## src/rtl/window3x3_gen.sv

```systemverilog
// 3x3 sliding-window generator fed by a current-line pixel plus two line-buffer taps.
// Optional macro WINDOW3X3_OUT_REG_EN adds one output register stage (window latency 2).
module window3x3_gen #(
  parameter int BITS   = 8,
  parameter int WIDTH  = 480,
  parameter int HEIGHT = 272
) (
  input  logic                       clk,
  input  logic                       rst_n,
  input  logic                       frame_start_i,
  input  logic                       pix_valid_i,
  input  logic [BITS-1:0]            pix_i,
  input  logic [2*BITS-1:0]          tap_i,
  output logic                       win_valid_o,
  output logic [9*BITS-1:0]          win_o,
  output logic [$clog2(HEIGHT)-1:0]  win_row_o,
  output logic [$clog2(WIDTH)-1:0]   win_col_o,
  output logic                       frame_done_o
);

  localparam int RW = $clog2(HEIGHT);
  localparam int CW = $clog2(WIDTH);
  localparam logic [RW-1:0] ROW_LAST = RW'(HEIGHT - 1);
  localparam logic [CW-1:0] COL_LAST = CW'(WIDTH - 1);

  typedef enum logic [1:0] {
    ST_IDLE = 2'd0,
    ST_FILL = 2'd1,
    ST_RUN  = 2'd2,
    ST_DONE = 2'd3
  } state_e;

  state_e state_q, state_d;

  logic [CW-1:0]     col_q, col_d, cur_col;
  logic [RW-1:0]     row_q, row_d, cur_row;
  logic              accept;
  logic              last_col;
  logic              win_fire;
  logic              done_flag;
  logic [BITS-1:0]   arr_q [3][3];
  logic [BITS-1:0]   arr_d [3][3];
  logic [9*BITS-1:0] win_pack;

  logic              win_valid_q;
  logic [9*BITS-1:0] win_q;
  logic [RW-1:0]     win_row_q;
  logic [CW-1:0]     win_col_q;

  // Strobes, no backpressure: a pixel is consumed on every rising edge with pix_valid_i
  // high (and the frame open); win_valid_o/frame_done_o are single-cycle strobes, no ready.
  assign accept = pix_valid_i &&
                  (frame_start_i || state_q == ST_FILL || state_q == ST_RUN);

  // A frame start relabels the pixel on the bus as (0,0) whatever the counters say.
  assign cur_col  = frame_start_i ? '0 : col_q;
  assign cur_row  = frame_start_i ? '0 : row_q;
  assign last_col = (cur_col == COL_LAST);
  assign win_fire = accept && (cur_row >= RW'(2)) && (cur_col >= CW'(2));

  always_comb begin
    col_d = last_col ? '0 : cur_col + CW'(1);
    row_d = cur_row;
    if (last_col) begin
      row_d = (cur_row == ROW_LAST) ? '0 : cur_row + RW'(1);
    end
  end

  always_ff @(posedge clk or negedge rst_n) begin
    if (!rst_n) begin
      col_q <= '0;
      row_q <= '0;
    end else if (accept) begin
      col_q <= col_d;
      row_q <= row_d;
    end
  end

  // Shift left one column; column 2 takes {two above, one above, current} as rows 0..2.
  always_comb begin
    for (int r = 0; r < 3; r++) begin
      for (int c = 0; c < 3; c++) begin
        arr_d[r][c] = arr_q[r][c];
      end
    end
    if (accept) begin
      for (int r = 0; r < 3; r++) begin
        arr_d[r][0] = arr_q[r][1];
        arr_d[r][1] = arr_q[r][2];
      end
      arr_d[0][2] = tap_i[BITS +: BITS];
      arr_d[1][2] = tap_i[0 +: BITS];
      arr_d[2][2] = pix_i;
    end
  end

  always_comb begin
    win_pack = '0;
    for (int r = 0; r < 3; r++) begin
      for (int c = 0; c < 3; c++) begin
        win_pack[BITS*(3*r+c) +: BITS] = arr_d[r][c];
      end
    end
  end

  always_ff @(posedge clk or negedge rst_n) begin
    if (!rst_n) begin
      for (int r = 0; r < 3; r++) begin
        for (int c = 0; c < 3; c++) begin
          arr_q[r][c] <= '0;
        end
      end
    end else begin
      for (int r = 0; r < 3; r++) begin
        for (int c = 0; c < 3; c++) begin
          arr_q[r][c] <= arr_d[r][c];
        end
      end
    end
  end

  // Window payload only moves when a window fires, so it holds between strobes.
  always_ff @(posedge clk or negedge rst_n) begin
    if (!rst_n) begin
      win_valid_q <= 1'b0;
      win_q       <= '0;
      win_row_q   <= '0;
      win_col_q   <= '0;
    end else begin
      win_valid_q <= win_fire;
      if (win_fire) begin
        win_q     <= win_pack;
        win_row_q <= cur_row - RW'(1);
        win_col_q <= cur_col - CW'(1);
      end
    end
  end

  always_ff @(posedge clk or negedge rst_n) begin
    if (!rst_n) begin
      state_q <= ST_IDLE;
    end else begin
      state_q <= state_d;
    end
  end

  always_comb begin
    state_d = state_q;
    unique case (state_q)
      ST_IDLE: state_d = ST_IDLE;
      ST_FILL: if (accept && cur_row == RW'(1) && last_col) state_d = ST_RUN;
      ST_RUN:  if (accept && cur_row == ROW_LAST && last_col) state_d = ST_DONE;
      ST_DONE: state_d = ST_IDLE;
    endcase
    if (accept && frame_start_i) begin
      state_d = ST_FILL;
    end
  end

  always_comb begin
    done_flag = (state_q == ST_DONE);
  end

`ifdef WINDOW3X3_OUT_REG_EN
  logic              out_valid_q;
  logic              out_done_q;
  logic [9*BITS-1:0] out_win_q;
  logic [RW-1:0]     out_row_q;
  logic [CW-1:0]     out_col_q;

  always_ff @(posedge clk or negedge rst_n) begin
    if (!rst_n) begin
      out_valid_q <= 1'b0;
      out_done_q  <= 1'b0;
      out_win_q   <= '0;
      out_row_q   <= '0;
      out_col_q   <= '0;
    end else begin
      out_valid_q <= win_valid_q;
      out_done_q  <= done_flag;
      if (win_valid_q) begin
        out_win_q <= win_q;
        out_row_q <= win_row_q;
        out_col_q <= win_col_q;
      end
    end
  end

  assign win_valid_o  = out_valid_q;
  assign win_o        = out_win_q;
  assign win_row_o    = out_row_q;
  assign win_col_o    = out_col_q;
  assign frame_done_o = out_done_q;
`else
  assign win_valid_o  = win_valid_q;
  assign win_o        = win_q;
  assign win_row_o    = win_row_q;
  assign win_col_o    = win_col_q;
  assign frame_done_o = done_flag;
`endif

endmodule
```

## config.mk

```make
export PLATFORM = sky130hd
export DESIGN_NAME = window3x3_gen
export DESIGN_NICKNAME = d
export VERILOG_FILES = /design/src/rtl/window3x3_gen.sv
export SDC_FILE = /design/constraint.sdc
export NUM_CORES = 1
export LEC_CHECK = 0
export ABC_AREA = 1
export ABC_CLOCK_PERIOD_IN_PS = 4000
export BUFFER_PORTS_ARGS = -buffer_cell sky130_fd_sc_hd__buf_2
export CELL_PAD_IN_SITES_DETAIL_PLACEMENT = 1
export CELL_PAD_IN_SITES_GLOBAL_PLACEMENT = 1
export CORE_UTILIZATION = 42
export CTS_CLUSTER_DIAMETER = 40
export CTS_CLUSTER_SIZE = 28
export DETAILED_ROUTE_END_ITERATION = 8
export PLACE_DENSITY = 0.87
export SYNTH_ARGS = -nofsm -noshare
export SYNTH_HDL_FRONTEND = slang
export SYNTH_SLANG_ARGS = --single-unit
```

## constraint.sdc

```tcl
create_clock -name clk -period 4 [get_ports clk]
set_clock_uncertainty 0.05 [all_clocks]
set_input_delay 0.4 -clock clk [delete_from_list [all_inputs] [get_ports clk]]
set_output_delay 0.4 -clock clk [all_outputs]
set_load 0.02 [all_outputs]
```

==> results of run 1 <==
-- critical path, stage by stage, from the launching register on --
cell and delay (ns):
sky130_fd_sc_hd__dfrtp_1 0.43, sky130_fd_sc_hd__inv_1 0.07, sky130_fd_sc_hd__ha_1 0.21, sky130_fd_sc_hd__nor2_1 0.13, sky130_fd_sc_hd__nand2_1 0.08, sky130_fd_sc_hd__nand2_2 0.19
sky130_fd_sc_hd__buf_4 0.71, sky130_fd_sc_hd__nor2_1 0.20, sky130_fd_sc_hd__nand2_1 0.11, sky130_fd_sc_hd__nand3_1 0.11, sky130_fd_sc_hd__nand2_1 0.11, sky130_fd_sc_hd__nand2_1 0.06
sky130_fd_sc_hd__nand2_1 0.06
-- synthesized netlist by cell type --
library cell | n | area share (%)
sky130_fd_sc_hd__inv_2 | 7 | 0.32
sky130_fd_sc_hd__xor2_1 | 14 | 1.5
sky130_fd_sc_hd__nand2_1 | 467 | 22
sky130_fd_sc_hd__nor3_2 | 1 | 0.12
sky130_fd_sc_hd__or2_2 | 1 | 0.077
sky130_fd_sc_hd__o21ai_1 | 8 | 0.49
sky130_fd_sc_hd__nor2_1 | 35 | 1.6
sky130_fd_sc_hd__buf_4 | 2 | 0.18
sky130_fd_sc_hd__a21oi_1 | 2 | 0.12
sky130_fd_sc_hd__clkinv_1 | 1 | 0.046
sky130_fd_sc_hd__xnor2_1 | 1 | 0.11
sky130_fd_sc_hd__clkbuf_1 | 17 | 0.79
sky130_fd_sc_hd__buf_6 | 10 | 1.4
sky130_fd_sc_hd__nand2_2 | 14 | 1.1
sky130_fd_sc_hd__ha_1 | 11 | 1.7
sky130_fd_sc_hd__o31ai_1 | 1 | 0.092
sky130_fd_sc_hd__nor2_2 | 3 | 0.23
sky130_fd_sc_hd__nand2_4 | 1 | 0.14
sky130_fd_sc_hd__o22ai_1 | 3 | 0.23
sky130_fd_sc_hd__a31oi_1 | 2 | 0.15
sky130_fd_sc_hd__nand3b_1 | 1 | 0.092
sky130_fd_sc_hd__clkbuf_4 | 1 | 0.092
sky130_fd_sc_hd__inv_1 | 31 | 1.4
sky130_fd_sc_hd__dfrtp_1 | 183 | 56
sky130_fd_sc_hd__o21ai_0 | 11 | 0.68
sky130_fd_sc_hd__buf_2 | 20 | 1.2
sky130_fd_sc_hd__nand3_1 | 125 | 7.7
sky130_fd_sc_hd__nor3_1 | 1 | 0.062
sky130_fd_sc_hd__nand4_1 | 4 | 0.31
-- kinds of logic after synthesis --
group | after synthesis | synth area share (%)
AO/OA/AOI/OAI | 27 | 1.77
XOR/XNOR | 15 | 1.62
adder cells (fa/ha/maj) | 11 | 1.70
buffers and inverters | 89 | 5.49
flip-flops | 183 | 56.4
AND/OR/NAND/NOR | 653 | 33.0
-- layer usage --
layer / global-route usage [%] / vias to the layer above
met5: 0 / -
met4: 7.67 / 0
met3: 4.38 / 15
met2: 39.1 / 134
met1: 31.8 / 3409
li1: - / 3270
-- final cells by class --
class	instances	area, um^2
timing repair buffer	129	719
tap	260	325
sequential	183	4580
inverter	39	146
multi-input combinational	706	3120
fill	2317	9350
clock inverter	15	163
clock buffer	17	425
-- stage by stage --
step	hold WS (ns)	area [um^2]	util [%]	total power, mW	setup WS (ns)
global route	0.124	9480	50.3	7.91	1.19
detailed placement	0.403	8880	47.2	5.76	1.12
finish	0.141	9480	50.3	7.41	1.43
floorplan	0.0544	8120	-	4.77	1.88
CTS	0.122	9480	50.3	7.50	1.39
global placement	0.398	8880	47.2	5.63	1.21
-- power by group --
part | internal (mW) | switching [mW] | leakage, nW | total, mW
Sequential | 2.62 | 0.444 | 2.36 | 3.06
Clock | 0.888 | 0.798 | 0.284 | 1.69
Combinational | 0.784 | 1.87 | 2.70 | 2.66
-- sequential cells by signal, indices dropped and copies added, names as in the netlist --
signal       cells
state_q          2
col_q            9
arr_q           72
win_col_o        9
win_o           72
win_valid_o      1
row_q            9
win_row_o        9
-- worst min-delay path by stage --
stage | endpoint | cells after the start
floorplan | arr_q[0]$_DFF_PN0_ | 0
global placement | win_o[1]$_DFFE_PN0P_ | 2
detailed placement | win_o[28]$_DFFE_PN0P_ | 2
CTS | arr_q[29]$_DFF_PN0_ | 3
global route | arr_q[27]$_DFF_PN0_ | 3
finish | arr_q[5]$_DFF_PN0_ | 3
==> out/summary.txt, run 1 <==
=================================================================================
Total of hold buffers inserted after clock tree synthesis                       1
Die outline width                                                          141 um
Routability congestion estimate                                             0.832
Count of cells resized by post-cts repair                                       0
Worst Setup Path Type                                                     reg2reg
Yosys cell types                                                               29
Global route overflow                                                           0
Number of diodes added for antenna fixing                                       0
Source-to-sink clock delay at the later pin of the worst-skew pair        0.43 ns
Maximum buffer depth of the clock tree                                          2
Final Setup Violations                                                          0
Most frequent cells in the layout                                    sky130_fd_sc_hd__nand2_1, sky130_fd_sc_hd__dfrtp_1, sky130_fd_sc_hd__nand3_1
Synthesis-to-finish area growth                                             16.8%
Fraction of the yosys area taken by sequential cells                        56.4%
Detail Placement HPWL                                                    14000 um
Shortest period the worst path allows                                     2.57 ns
Relative slew slack                                                         33.1%
Critical Path AT                                                          2.90 ns
Total negative slack for setup checks                                        0 ns
Gate Count Post-Synth                                                         978
Setup repair bufs after CTS                                                     0
Termination of the worst setup path                                  state_q[1]$_DFFE_PN0P_
Leakage component of the power                                            5.35 nW
Final Hold Fails                                                                0
Core ar.                                                               18800 um^2
Routed wire per std cell                                                  16.2 um
Power density over cell area                                          781 nW/um^2
Register clock-pin slew on the reported worst setup and hold paths        0.07 ns
Layout Cells excl Fill                                                       1349
Antenna Violating Nets Remaining                                                0
Final nets                                                                   1115
Clock Root Buffer                                                    sky130_fd_sc_hd__clkbuf_16
Critical path peak fanout                                                      79
Sort of element at the start of the critical path                        register
Final cycle utilization of the critical path                                64.4%
RSZ-0062 raised after global routing                                        false
Class of the tightest hold or removal check                                in2reg
Capturing point of the worst reg2reg path                            state_q[1]$_DFFE_PN0P_
Total Wirelength                                                         21800 um
Vias/cell                                                                    5.06
Total via count after detailed routing                                       6828
Routed met2 length                                                       10800 um
Hold wc startpoint                                                       pix_i[5]
Clock tree from TritonCTS                                                    done
I/O pins                                                                      120
Fmax achieved                                                           0.388 GHz
Highest metal used                                                           met4
Buffers on Ports                                                              119
Synth warn                                                                      0
Data required time of the worst path                                      4.32 ns
Worst-case reg-to-reg path depth                                               12
Tightest Pin Transition                                                   1.00 ns
Initial antenna violation count                                                 0
Total Die Area                                                         19900 um^2
Layout cell share with drive strength beyond 1                              17.4%
H-tree levels                                                                   4
Post-synthesis sequential element count                                       183
Average size of a mapped cell                                           8.30 um^2
Synth Net Count                                                              1017
Number of remaining DRC errors                                                  0
First-pass GRT wire length                                               37100 um
Largest net degree at the start of global routing                             101
Initial Utilization                                                         43.1%
Startpoint of the worst setup timing path                            state_q[1]$_DFFE_PN0P_
Sink Count                                                                    183
Minimum setup slack among reg-to-reg paths                                1.43 ns
Reg-to-reg critical path startpoint                                  state_q[1]$_DFFE_PN0P_
Maximum capacitance violations                                                  0
Met3 WL post-DR                                                            854 um
Starting DRT DRC Count                                                        456
Clock buffers created by TritonCTS                                             17
Die Height                                                                 141 um
Combined area of all synthesized cells                                  8120 um^2
Max VDD drop                                                               393 uV
DRT Pass-1 Iters                                                                5
Number of placed instances, taps included                                    1316
Sum of routed wire segments on met1                                       9880 um
Number of slew-limit violations in the final report                             0
Outcome                                                              finished, final reports clean
Kind of end point of the critical path                                   register
Most common library cell in the layout ignoring fill and taps        sky130_fd_sc_hd__nand2_1
Via count of the first global-routing pass                                   7225
Rows                                                                           50
Total Routing Usage GR                                                      23.8%
=================================================================================
Power figures use the tool's default switching activity.
==> inputs of run 2 (changes only) <==
--- a/config.mk
+++ b/config.mk
@@ -6,15 +6,15 @@
 export NUM_CORES = 1
 export LEC_CHECK = 0
 export ABC_AREA = 1
-export ABC_CLOCK_PERIOD_IN_PS = 4000
+export ABC_CLOCK_PERIOD_IN_PS = 2200
 export BUFFER_PORTS_ARGS = -buffer_cell sky130_fd_sc_hd__buf_2
 export CELL_PAD_IN_SITES_DETAIL_PLACEMENT = 1
 export CELL_PAD_IN_SITES_GLOBAL_PLACEMENT = 1
-export CORE_UTILIZATION = 42
+export CORE_UTILIZATION = 38
 export CTS_CLUSTER_DIAMETER = 40
 export CTS_CLUSTER_SIZE = 28
 export DETAILED_ROUTE_END_ITERATION = 8
-export PLACE_DENSITY = 0.87
+export PLACE_DENSITY = 0.83
 export SYNTH_ARGS = -nofsm -noshare
 export SYNTH_HDL_FRONTEND = slang
 export SYNTH_SLANG_ARGS = --single-unit
==> constraint.sdc (replaced) <==
create_clock -name clk -period 2.2 [get_ports clk]
set_clock_uncertainty 0.05 [all_clocks]
set_input_delay 0.22 -clock clk [delete_from_list [all_inputs] [get_ports clk]]
set_output_delay 0.22 -clock clk [all_outputs]
set_load 0.02 [all_outputs]
==> run 2 against run 1 <==
Net effect:
- utilization is 2.3 points lower
- critical path type unchanged
- hold slack better by 0.025 ns
- worst setup slack lost 1.2 ns
- global-route usage fell by 1.3 points
- non-clock buffer count increased by 53
- clock-buffer cell count is 1 higher
- register-to-register slack got worse by 1.2 ns
- first-iteration DRC count is 11% lower
==> out/summary.txt, run 2 (synthesis gave the netlist of run 1 again) <==
=================================================================================
Reg area                                                                4580 um^2   unchanged
Worst-case reg-to-reg path depth                                               10   was 12
Layout cell share with drive strength beyond 1                              19.3%   was 17.4%
Starting DRT DRC Count                                                        408   was 456
Layout Cells excl Fill                                                       1416   was 1349
Total Wirelength                                                         23100 um   was 21800 um
Die Height                                                                 148 um   was 141 um
Reg-to-reg critical path startpoint                                  col_q[0]$_DFFE_PN0N_   was state_q[1]$_DFFE_PN0P_
Most frequent cells in the layout                                    sky130_fd_sc_hd__nand2_1, sky130_fd_sc_hd__dfrtp_1, sky130_fd_sc_hd__nand3_1   unchanged
Clock buffers created by TritonCTS                                             17   unchanged
Total negative slack for setup checks                                        0 ns   unchanged
Via count of the first global-routing pass                                   7507   was 7225
Number of remaining DRC errors                                                  0   unchanged
Register clock-pin slew on the reported worst setup and hold paths        0.07 ns   about the same
Final Hold Fails                                                                0   unchanged
Initial Utilization                                                         38.7%   was 43.1%
Die outline width                                                          148 um   was 141 um
First-pass GRT wire length                                               39000 um   was 37100 um
Number of placed instances, taps included                                    1360   was 1316
Class of the tightest hold or removal check                                in2reg   unchanged
Outcome                                                              finished, final reports clean   unchanged
Maximum buffer depth of the clock tree                                          2   unchanged
Relative slew slack                                                         62.9%   was 33.1%
Setup repair bufs after CTS                                                     0   unchanged
Kind of end point of the critical path                                   register   unchanged
Rows                                                                           53   was 50
Number of diodes added for antenna fixing                                       0   unchanged
Termination of the worst setup path                                  win_row_o[0]$_DFFE_PN0P_   was state_q[1]$_DFFE_PN0P_
Vias/cell                                                                    4.96   was 5.06
Clock Root Buffer                                                    sky130_fd_sc_hd__clkbuf_16   unchanged
Most common library cell in the layout ignoring fill and taps        sky130_fd_sc_hd__nand2_1   unchanged
Multi-input combinational cell area                                     3130 um^2   was 3120 um^2
Final cycle utilization of the critical path                                90.9%   was 64.4%
Core ar.                                                               21000 um^2   was 18800 um^2
Detail Placement HPWL                                                    15300 um   was 14000 um
Synthesis-to-finish area growth                                             24.0%   was 16.8%
Max VDD drop                                                               613 uV   was 393 uV
Power density over cell area                                         1380 nW/um^2   was 781 nW/um^2
Maximum capacitance violations                                                  0   unchanged
Data required time of the worst path                                      2.46 ns   was 4.32 ns
Initial antenna violation count                                                 0   unchanged
Global route overflow                                                           0   unchanged
Buffers on Ports                                                              119   unchanged
Routability congestion estimate                                             0.853   was 0.832
Capturing point of the worst reg2reg path                            win_row_o[0]$_DFFE_PN0P_   was state_q[1]$_DFFE_PN0P_
Shortest period the worst path allows                                     2.00 ns   was 2.57 ns
Minimum setup slack among reg-to-reg paths                                0.20 ns   was 1.43 ns
Critical Path AT                                                          2.26 ns   was 2.90 ns
Number of fill cells                                                         2549   was 2317
Worst hold margin                                                        0.167 ns   was 0.141 ns
Critical path peak fanout                                                      16   was 79
Final nets                                                                   1168   was 1115
Fmax achieved                                                           0.500 GHz   was 0.388 GHz
Startpoint of the worst setup timing path                            col_q[0]$_DFFE_PN0N_   was state_q[1]$_DFFE_PN0P_
Source-to-sink clock delay at the later pin of the worst-skew pair        0.44 ns   was 0.43 ns
Total Routing Usage GR                                                      22.5%   was 23.8%
Total Die Area                                                         22000 um^2   was 19900 um^2
Clock tree from TritonCTS                                                    done   unchanged
Number of slew-limit violations in the final report                             0   unchanged
Routed wire per std cell                                                  16.3 um   was 16.2 um
Total via count after detailed routing                                       7020   was 6828
Final Setup Violations                                                          0   unchanged
Sink Count                                                                    183   unchanged
Antenna Violating Nets Remaining                                                0   unchanged
Tightest Pin Transition                                                  0.557 ns   was 1.00 ns
Leakage component of the power                                            5.64 nW   was 5.35 nW
DRT Pass-1 Iters                                                                4   was 5
RSZ-0062 raised after global routing                                        false   unchanged
I/O pins                                                                      120   unchanged
Pwr Total                                                                 13.9 mW   was 7.41 mW
Sort of element at the start of the critical path                        register   unchanged
H-tree levels                                                                   4   unchanged
Largest net degree at the start of global routing                              63   was 101
Worst Setup Path Type                                                     reg2reg   unchanged
=================================================================================
## run 2: cell type report
cell class                 count  share of cell area, %
sequential                   183                   45.5
multi-input combinational    706                   31.1
timing repair buffer         182                   12.5
clock buffer                  18                   4.36
tap                          275                   3.42
clock inverter                13                   1.68
inverter                      39                   1.48
## run 2: metrics by stage
stage	utilization (%)	area [um^2]	setup slack, ns
floorplan	-	8120	0.265
global placement	43.9	9190	0.164
detailed placement	43.9	9190	0.0811
CTS	48.0	10100	0.0582
global route	48.1	10100	0.0305
finish	48.1	10100	0.200
## run 2: critical path: stages (launching register included)
cell                       delay [ns]
sky130_fd_sc_hd__dfrtp_1         0.39
sky130_fd_sc_hd__inv_1           0.09
sky130_fd_sc_hd__nor2_2          0.06
sky130_fd_sc_hd__inv_1           0.13
sky130_fd_sc_hd__ha_1            0.19
sky130_fd_sc_hd__nand3b_1        0.14
sky130_fd_sc_hd__a21oi_4         0.31
sky130_fd_sc_hd__nand2_4         0.14
sky130_fd_sc_hd__buf_4           0.22
sky130_fd_sc_hd__nand2_1         0.08
sky130_fd_sc_hd__nand2_1         0.06
## run 2: worst min-delay path by stage
stage	startpoint	cells after the start	to	slack [ns]
2_1_floorplan	rst_n	0	arr_q[0]$_DFF_PN0_	-0.13
3_3_place_gp	rst_n	1	arr_q[69]$_DFF_PN0_	0.20
3_5_place_dp	rst_n	1	arr_q[69]$_DFF_PN0_	0.20
4_1_cts	pix_valid_i	4	row_q[1]$_DFFE_PN0N_	0.13
5_1_grt	pix_valid_i	4	row_q[1]$_DFFE_PN0N_	0.20
6_report	pix_valid_i	4	row_q[1]$_DFFE_PN0N_	0.17
## run 2: what timing repair did
item | CTS | global route
resized for setup | 0 | 7
endpoints found under the setup margin | 0 | 39
hold endpoints to repair | 81 | 0
hold buffers | 25 | 0
## run 2: power breakdown
part	switching [mW]	internal (mW)
Sequential	0.811	4.77
Combinational	3.48	1.58
Clock	1.39	1.83
## run 2: per-layer routing
layer  track usage (%)  vias up  part of all wire [%]  wire length (um)
li1                  -     3377                     -                 -
met1              29.6     3471                    46             10500
met2              38.3      146                    50             11500
met3              3.68       26                   3.5               817
met4              5.93        0                   1.1               251
met5                 0        -                     0                 0
